**config.mk**
```make
export PLATFORM = sky130hd
export DESIGN_NAME = pll_lock_monitor
export DESIGN_NICKNAME = d
export VERILOG_FILES = /design/src/rtl/pll_lock_monitor.sv
export SDC_FILE = /design/constraint.sdc
export NUM_CORES = 1
export LEC_CHECK = 0
export BUFFER_PORTS_ARGS = -buffer_cell sky130_fd_sc_hd__buf_4
export CELL_PAD_IN_SITES_DETAIL_PLACEMENT = 1
export CELL_PAD_IN_SITES_GLOBAL_PLACEMENT = 1
export CORE_AREA = 2 2 75 149
export DETAILED_ROUTE_END_ITERATION = 10
export DIE_AREA = 0 0 77 151
export PLACE_DENSITY_LB_ADDON = 0.1
export SLEW_MARGIN = 25
export SYNTH_ARGS = -nofsm -noshare
export SYNTH_HDL_FRONTEND = slang
export SYNTH_SLANG_ARGS = --single-unit
```
**constraint.sdc**
```tcl
create_clock -name clkin1 -period 3.6 [get_ports clkin1]
set_input_delay 0.36 -clock clkin1 [delete_from_list [all_inputs] [get_ports clkin1]]
set_output_delay 0.36 -clock clkin1 [all_outputs]
set_load 0.05 [all_outputs]
```
**src/rtl/pll_lock_monitor.sv**
```systemverilog
// Multi-channel PLL lock supervisor: per-channel synchroniser, debounce
// qualification, acquisition timeout, loss-of-lock counting, combined status.
module pll_lock_monitor #(
  parameter int unsigned NUM_CH        = 2,
  parameter int unsigned SYNC_STAGES   = 3,
  parameter int unsigned STABLE_CYCLES = 16,
  parameter int unsigned LOCK_TIMEOUT  = 2500,
  parameter int unsigned CNT_W         = 8
) (
  input  logic                    clkin1,
  input  logic                    rst,
  input  logic [NUM_CH-1:0]       lock,
  input  logic                    clr,
  output logic [NUM_CH-1:0]       locked,
  output logic [NUM_CH-1:0]       lost,
  output logic [NUM_CH-1:0]       timeout,
  output logic [NUM_CH*CNT_W-1:0] loss_cnt,
  output logic                    all_locked,
  output logic                    chk_ok
);

  localparam int unsigned TMR_W = $clog2(LOCK_TIMEOUT + 1);
  localparam int unsigned STB_W = $clog2(STABLE_CYCLES + 1);

  typedef enum logic [1:0] {
    ST_WAIT   = 2'd0,
    ST_QUAL   = 2'd1,
    ST_LOCKED = 2'd2
  } state_t;

  logic [NUM_CH-1:0]                  sync_first;
  logic [SYNC_STAGES-2:0][NUM_CH-1:0] sync_rest;
  logic [NUM_CH-1:0]                  lock_s;

  // First synchroniser stage: captures the asynchronous lock, never reset
  always_ff @(posedge clkin1) begin
    sync_first <= lock;
  end

  // Remaining synchroniser stages, reset so lock_s starts at 0
  always_ff @(posedge clkin1) begin
    if (rst) begin
      sync_rest <= '0;
    end else begin
      sync_rest[0] <= sync_first;
      for (int s = 1; s < int'(SYNC_STAGES) - 1; s++) begin
        sync_rest[s] <= sync_rest[s-1];
      end
    end
  end

  assign lock_s = sync_rest[SYNC_STAGES-2];

  for (genvar i = 0; i < NUM_CH; i++) begin : g_ch
    state_t             state_q, state_d;
    logic [TMR_W-1:0]   timer_q, timer_d, timer_inc;
    logic [STB_W-1:0]   stb_q, stb_d;
    logic [CNT_W-1:0]   cnt_q, cnt_d, cnt_inc;
    logic               lost_q, lost_d;
    logic               tmo_q, tmo_d;
    logic               locked_q;

    // Per-channel state, timer, debounce count and sticky status registers
    always_ff @(posedge clkin1) begin
      if (rst) begin
        state_q  <= ST_WAIT;
        timer_q  <= '0;
        stb_q    <= '0;
        cnt_q    <= '0;
        lost_q   <= 1'b0;
        tmo_q    <= 1'b0;
        locked_q <= 1'b0;
      end else begin
        state_q  <= state_d;
        timer_q  <= timer_d;
        stb_q    <= stb_d;
        cnt_q    <= cnt_d;
        lost_q   <= lost_d;
        tmo_q    <= tmo_d;
        locked_q <= (state_d == ST_LOCKED);
      end
    end

    // Next-state logic; clr drops sticky status but a same-cycle event wins
    always_comb begin
      state_d   = state_q;
      timer_d   = timer_q;
      stb_d     = stb_q;
      lost_d    = clr ? 1'b0 : lost_q;
      tmo_d     = clr ? 1'b0 : tmo_q;
      cnt_d     = clr ? '0 : cnt_q;
      timer_inc = (timer_q == TMR_W'(LOCK_TIMEOUT)) ? timer_q : timer_q + TMR_W'(1);
      cnt_inc   = clr ? CNT_W'(1) : ((&cnt_q) ? cnt_q : cnt_q + CNT_W'(1));

      unique case (state_q)
        ST_WAIT: begin
          timer_d = timer_inc;
          if (lock_s[i]) begin
            stb_d   = STB_W'(1);
            state_d = (STABLE_CYCLES == 1) ? ST_LOCKED : ST_QUAL;
          end
        end
        ST_QUAL: begin
          timer_d = timer_inc;
          if (!lock_s[i]) begin
            state_d = ST_WAIT;
            stb_d   = '0;
          end else if (stb_q == STB_W'(STABLE_CYCLES - 1)) begin
            state_d = ST_LOCKED;
          end else begin
            stb_d = stb_q + STB_W'(1);
          end
        end
        ST_LOCKED: begin
          if (!lock_s[i]) begin
            state_d = ST_WAIT;
            timer_d = '0;
            stb_d   = '0;
            lost_d  = 1'b1;
            cnt_d   = cnt_inc;
          end
        end
        default: begin
          state_d = ST_WAIT;
          timer_d = '0;
          stb_d   = '0;
        end
      endcase

      // Acquisition window expiry while still waiting or qualifying
      if ((state_q != ST_LOCKED) && (timer_inc == TMR_W'(LOCK_TIMEOUT))) begin
        tmo_d = 1'b1;
      end
    end

    assign locked[i]                  = locked_q;
    assign lost[i]                    = lost_q;
    assign timeout[i]                 = tmo_q;
    assign loss_cnt[i*CNT_W +: CNT_W] = cnt_q;
  end

  assign all_locked = &locked;

  // Registered overall health for downstream reset release / status LED
  always_ff @(posedge clkin1) begin
    if (rst) begin
      chk_ok <= 1'b0;
    end else begin
      chk_ok <= all_locked & ~(|lost) & ~(|timeout);
    end
  end

endmodule

```
## Yosys cells after proc, flatten, opt, wreduce, memory -nomap -nowiden

Cells that the tools add are included.

| cells by class | value |
|---|---|
| mux-type cells | 45 |
| $add $sub $neg | 6 |
| bitwise operators | 4 |
| reduce and logical (&&, ||, !) cells | 15 |
| eq/ne operators | 22 |

Operators with widths:

| cell | count |
|---|---|
| $mux W8 | 10 |
| $eq A12 B12 Y1 const B | 4 |
| $mux W12 | 4 |
| $pmux W12 S2 | 2 |
| $mux W5 | 8 |
| $pmux W5 S3 | 2 |
| $add A12 B1 Y12 const B | 2 |
| $add A8 B1 Y8 const B | 2 |
| $mux W2 | 8 |
| $reduce_and A8 Y1 | 2 |
| $ne A2 B2 Y1 const B | 6 |
| $pmux W2 S3 | 2 |
| $add A5 B1 Y5 const B | 2 |
| $eq A5 B4 Y1 const B | 2 |
| $mux W1 | 9 |
| $eq A2 B2 Y1 const B | 4 |
| $ne A4 B4 Y1 const B | 2 |
| $reduce_or A2 Y1 | 4 |
| $ne A3 B3 Y1 const B | 2 |
| $reduce_and A3 Y1 | 2 |
| $eq A2 B1 Y1 const B | 2 |
| $logic_not A2 Y1 | 2 |
| $reduce_bool A2 Y1 | 2 |
| $and A1 B1 Y1 | 2 |
| 3 further kinds | 5 |

| storage, ports and cells | value |
|---|---|
| register bits after elaboration | 67 |
| logic and storage cells | 110 |
| bits of input ports | 5 |

## Logic depth before layout (Yosys ltp)

| depth | value |
|---|---|
| depth in word-level cells | 5 |
| gate-level depth with buffers | 8 |
| depth with buffers taken out | 8 |

## Worst setup path before layout

Ideal clock, no wire load.

| timing | value |
|---|---|
| kind | flip-flop to flip-flop |
| start | register g_ch[0].stb_q[0] |
| end | register g_ch[0].stb_q[1] |
| setup slack | 1.770 ns |
| required time | 3.485 ns |
| arrival | 1.716 ns |
| cell stages (with the launch flop) | 9 |
| cell sequence | dfxtp_1 > ha_1 > and3_1 > ha_1 > and3b_1 > o21ai_0 > and2_1 > mux2i_1 > nor2_1 |

| between the ends | value |
|---|---|
| word-level cells in the longest chain between the ends | 4 |

Ends and longest elaborated chain:

| element | line | text |
|---|---|---|
| from (decl) | 57 | `logic [STB_W-1:0] stb_q, stb_d;` |
| from (signal assigned) | 76 | `stb_q <= stb_d;` |
| $add A5 B1 Y5 | 111 | `stb_d = stb_q + STB_W'(1);` |
| $mux W5 | 108 | `end else if (stb_q == STB_W'(STABLE_CYCLES - 1)) begin` |
| $mux W5 | 105 | `if (!lock_s[i]) begin` |
| $pmux W5 S3 | 95 | `unique case (state_q)` |

Parallel ways exist; a longest one is shown, timed or not. The select of a mux whose other input is x is not followed.
A chain may end at the register's enable or synchronous reset.

## Worst setup path in the final report

| timing | value |
|---|---|
| start | register g_ch[0].state_q[1] |
| end | register g_ch[0].cnt_q[3] |

| between the ends | value |
|---|---|
| word-level cells in the longest chain between the ends | 2 |

Ends and longest elaborated chain:

| element | line | text |
|---|---|---|
| from (decl) | 55 | `state_t state_q, state_d;` |
| from (signal assigned) | 74 | `state_q <= state_d;` |
| $eq A2 B2 Y1 * | 95 |  |
| $ne A4 B4 Y1 (no line) / $mux W8 (equally long branches) | n/a |  |
| to (signal assigned) | 77 | `cnt_q <= cnt_d;` |
| to (decl) | 58 | `logic [CNT_W-1:0] cnt_q, cnt_d, cnt_inc;` |

Every way passes the cells marked *; elsewhere a longest branch is shown, timed or not.

==> out/results.tsv <==
stage	metric	value	unit
status	outcome	complete, no violations	
global_route	grt_pass1_wl	16.7	mm
detailed_routing	drtIter0Drc	117	
detailed_routing	drt_wl_total	10.1	mm
timing	fin_crit	2.10	ns
clock_tree	ctsResizeCount	0	
worst_setup_path	crit_required	3.87	ns
detailed_routing	avgViaCountPerCell	5.41	
place	post-place-cells	573	
synth	synth.area.top_cells	dfxtp_1 (37%), nor2_1 (6.5%), a21oi_1 (3.5%)	
global_route	antenna_found_initial	0	
detailed_routing	first_pass_iters	4	
synth	yosys-top-cells-count	dfxtp_1 (67), nor2_1 (62), nand2_1 (27), a21oi_1 (25), o21ai_0 (25)	
power	ir_worst_vdd	0.000222	V
clock_tree	cts_tree	done	
synth	yosysMostFrequentCell	dfxtp_1	
global_route	grtUsageMet1	17.6	%
place	dp.final_hpwl	7.39	mm
floorplan	die_area	0.0116	mm²
clock_tree	cts.sinks	67	
timing	grt_setup_unrepaired	false	
worst_setup_path	rrSetupSlack	1.50	ns
synth	syn_area	0.00361	mm²
synth	synth_top_area_share	37.2	%
synth	syn_inst	435	
clock_tree	clk_path_buf_depth	2	
floorplan	start_util	34.4	%
floorplan	die-width	77	µm
place	placed_area	0.00383	mm²
clock_tree	clockRootBuffer	clkbuf_16	
power	p_leak	1.59	nW
detailed_routing	via_count	3185	
detailed_routing	detail-route-antenna-nets	0	
worst_setup_path	worstPathMaxFanout	25	
synth	syn_area_per_cell	8.29	µm²
worst_setup_path	end_kind	register	
floorplan	rows	53	
timing	slew_headroom	45.8	%
global_route	busiest_layer	met2	
global_route	grt_usage	18.5	%
timing	fin_crit_sh	58.3	%
hold_path	hp-class	in -> reg	
timing	skew	0.00576	ns
final_layout	area_growth	15.0	%
place	gp_congestion	0.773	
place	port_buffers	28	
synth	synth_top_cell_by_area	dfxtp_1	
synth	synth_cell_type_count	64	
timing	report.final.slew_viol_count	0	
synth	yosysSeqAreaShare	37.2	%
global_route	grt_pass1_vias	3301	
timing	max_freq	477	MHz
timing	whs	0.127	ns
synth	yosys_warnings	0	
worst_setup_path	crit_type	reg -> reg	
final_layout	diodes	0	
synth	yosys_register_bits	67	
timing	hold_viol_final	0	
synth	syn_nets	450	
worst_setup_path	cp-start-kind	register	
clock_tree	insertion_delay	0.34	ns
final_layout	final_cell_count_no_fill	589	
global_route	use_met2	37.5	%
final_layout	nets	462	
clock_tree	ctsHoldBuffers	0	
global_route	met3_usage	3.10	%
clock_tree	h-tree-depth	3	
power	power.total	1.78	mW
clock_tree	path_clk_slew	0.06	ns
global_route	grt_max_degree	44	
clock_tree	cts_buffers	9	
timing	setup_violations	0	
floorplan	fp.coreArea	0.0105	mm²
power	power_density	430	mW/mm²
clock_tree	post_cts_buffers	0	
detailed_routing	wire_per_inst	17.1	µm
global_route	grt_overflow_total	0	
final_layout	n_fill_cell	1298	
final_layout	stdcell_area	0.00415	mm²
synth	synth_ff_type	dfxtp_1	
final_layout	drive_gt1_share	13.5	%
job	max-cap-violations	0	
floorplan	dieHeight	151	µm
synth	async_reset_ff_share	0	%
timing	worst_pin_slew	0.812	ns
worst_setup_path	cp.arrival	2.36	ns
timing	tns	0	ns
synth	synth-edff-count	0	
floorplan	pin_count	29	
detailed_routing	route.detailed.drc	0	
[report_power, final]
| part | switching [mW] | internal, mW |
|---|---|---|
| combinational | 0.0372 | 0.0272 |
| sequential | 0.0184 | 0.754 |
| clock | 0.342 | 0.605 |
[flip-flops by register name (all words and copies together), names as in the netlist]
register / flops
chk_ok: 1
g_ch.cnt_q: 16
g_ch.locked_q: 2
g_ch.lost_q: 2
g_ch.state_q: 4
g_ch.stb_q: 10
g_ch.timer_q: 24
g_ch.tmo_q: 2
lock_s: 2
sync_first: 2
sync_rest: 2
[metrics by stage]
step / utilization, % / setup slack [ns]
global route: 39.6 / 1.30
CTS: 39.6 / 1.51
detailed placement: 36.6 / 1.53
finish: 39.6 / 1.50
floorplan: - / 1.77
global placement: 36.6 / 1.52
[cells in the final DEF (no fill, tap or decap), drive strengths merged, types with 3 or more instances in the layout]
cell type / instances
o21ai: 27
nor3: 11
dfxtp: 67
or3: 6
xor2: 11
ha: 10
nand2: 27
a311oi: 4
nor2: 62
and4: 3
nand4: 6
nand2b: 7
nand3: 23
and2: 9
a21oi: 25
inv: 14
a211oi: 9
a31oi: 14
nor4: 6
nor3b: 3
mux2i: 6
a22oi: 4
and3: 12
buf: 28
clkinv: 4
clkbuf: 9
a21o: 3
nor2b: 8
[kinds of logic (layout without fill, tap and decap cells)]
| family | Yosys count | after routing | share of synthesized area [%] |
|---|---|---|---|
| XOR/XNOR | 12 | 12 | 2.91 |
| adder cells (fa/ha/maj) | 10 | 10 | 3.47 |
| buffers and inverters | 41 | 58 | 5.83 |
| AO/OA/AOI/OAI | 104 | 104 | 18.7 |
| AND/OR/NAND/NOR | 195 | 195 | 30.3 |
| flip-flops | 67 | 67 | 37.2 |
| multiplexers | 6 | 6 | 1.67 |
[path summary, 6_finish.rpt]
kind         cells past startpoint                           from                             to
max                              5  g_ch[0].state_q[1]$_SDFF_PP0_  g_ch[0].cnt_q[3]$_SDFFE_PP0P_
min                              1                        lock[0]          sync_first[0]$_DFF_P_
max reg2reg                      5  g_ch[0].state_q[1]$_SDFF_PP0_  g_ch[0].cnt_q[3]$_SDFFE_PP0P_
min reg2reg                      1          sync_first[0]$_DFF_P_        sync_rest[0]$_SDFF_PP0_
[worst max-delay path: stages, from the launching register on]
cell     delay, ns
dfxtp_1       0.84
nor3b_1       0.51
and3_1        0.28
and2_1        0.15
o21ai_0       0.07
a31oi_1       0.17
[layout make-up]
cell class	instances	area (µm²)	area share, %
Multi-Input combinational cell	327	2050	49.5
Sequential cell	67	1340	32.3
Clock buffer	9	225	5.43
Timing Repair Buffer	28	210	5.07
Tap cell	137	171	4.13
Clock inverter	7	91.3	2.20
Inverter	14	52.6	1.27
[per-layer routing]
layer	up-vias	wire (µm)
met3	12	173
li1	1585	-
met1	1559	3690
met4	0	212
met5	-	0
met2	29	5990
(Power assumes the default switching activity.)
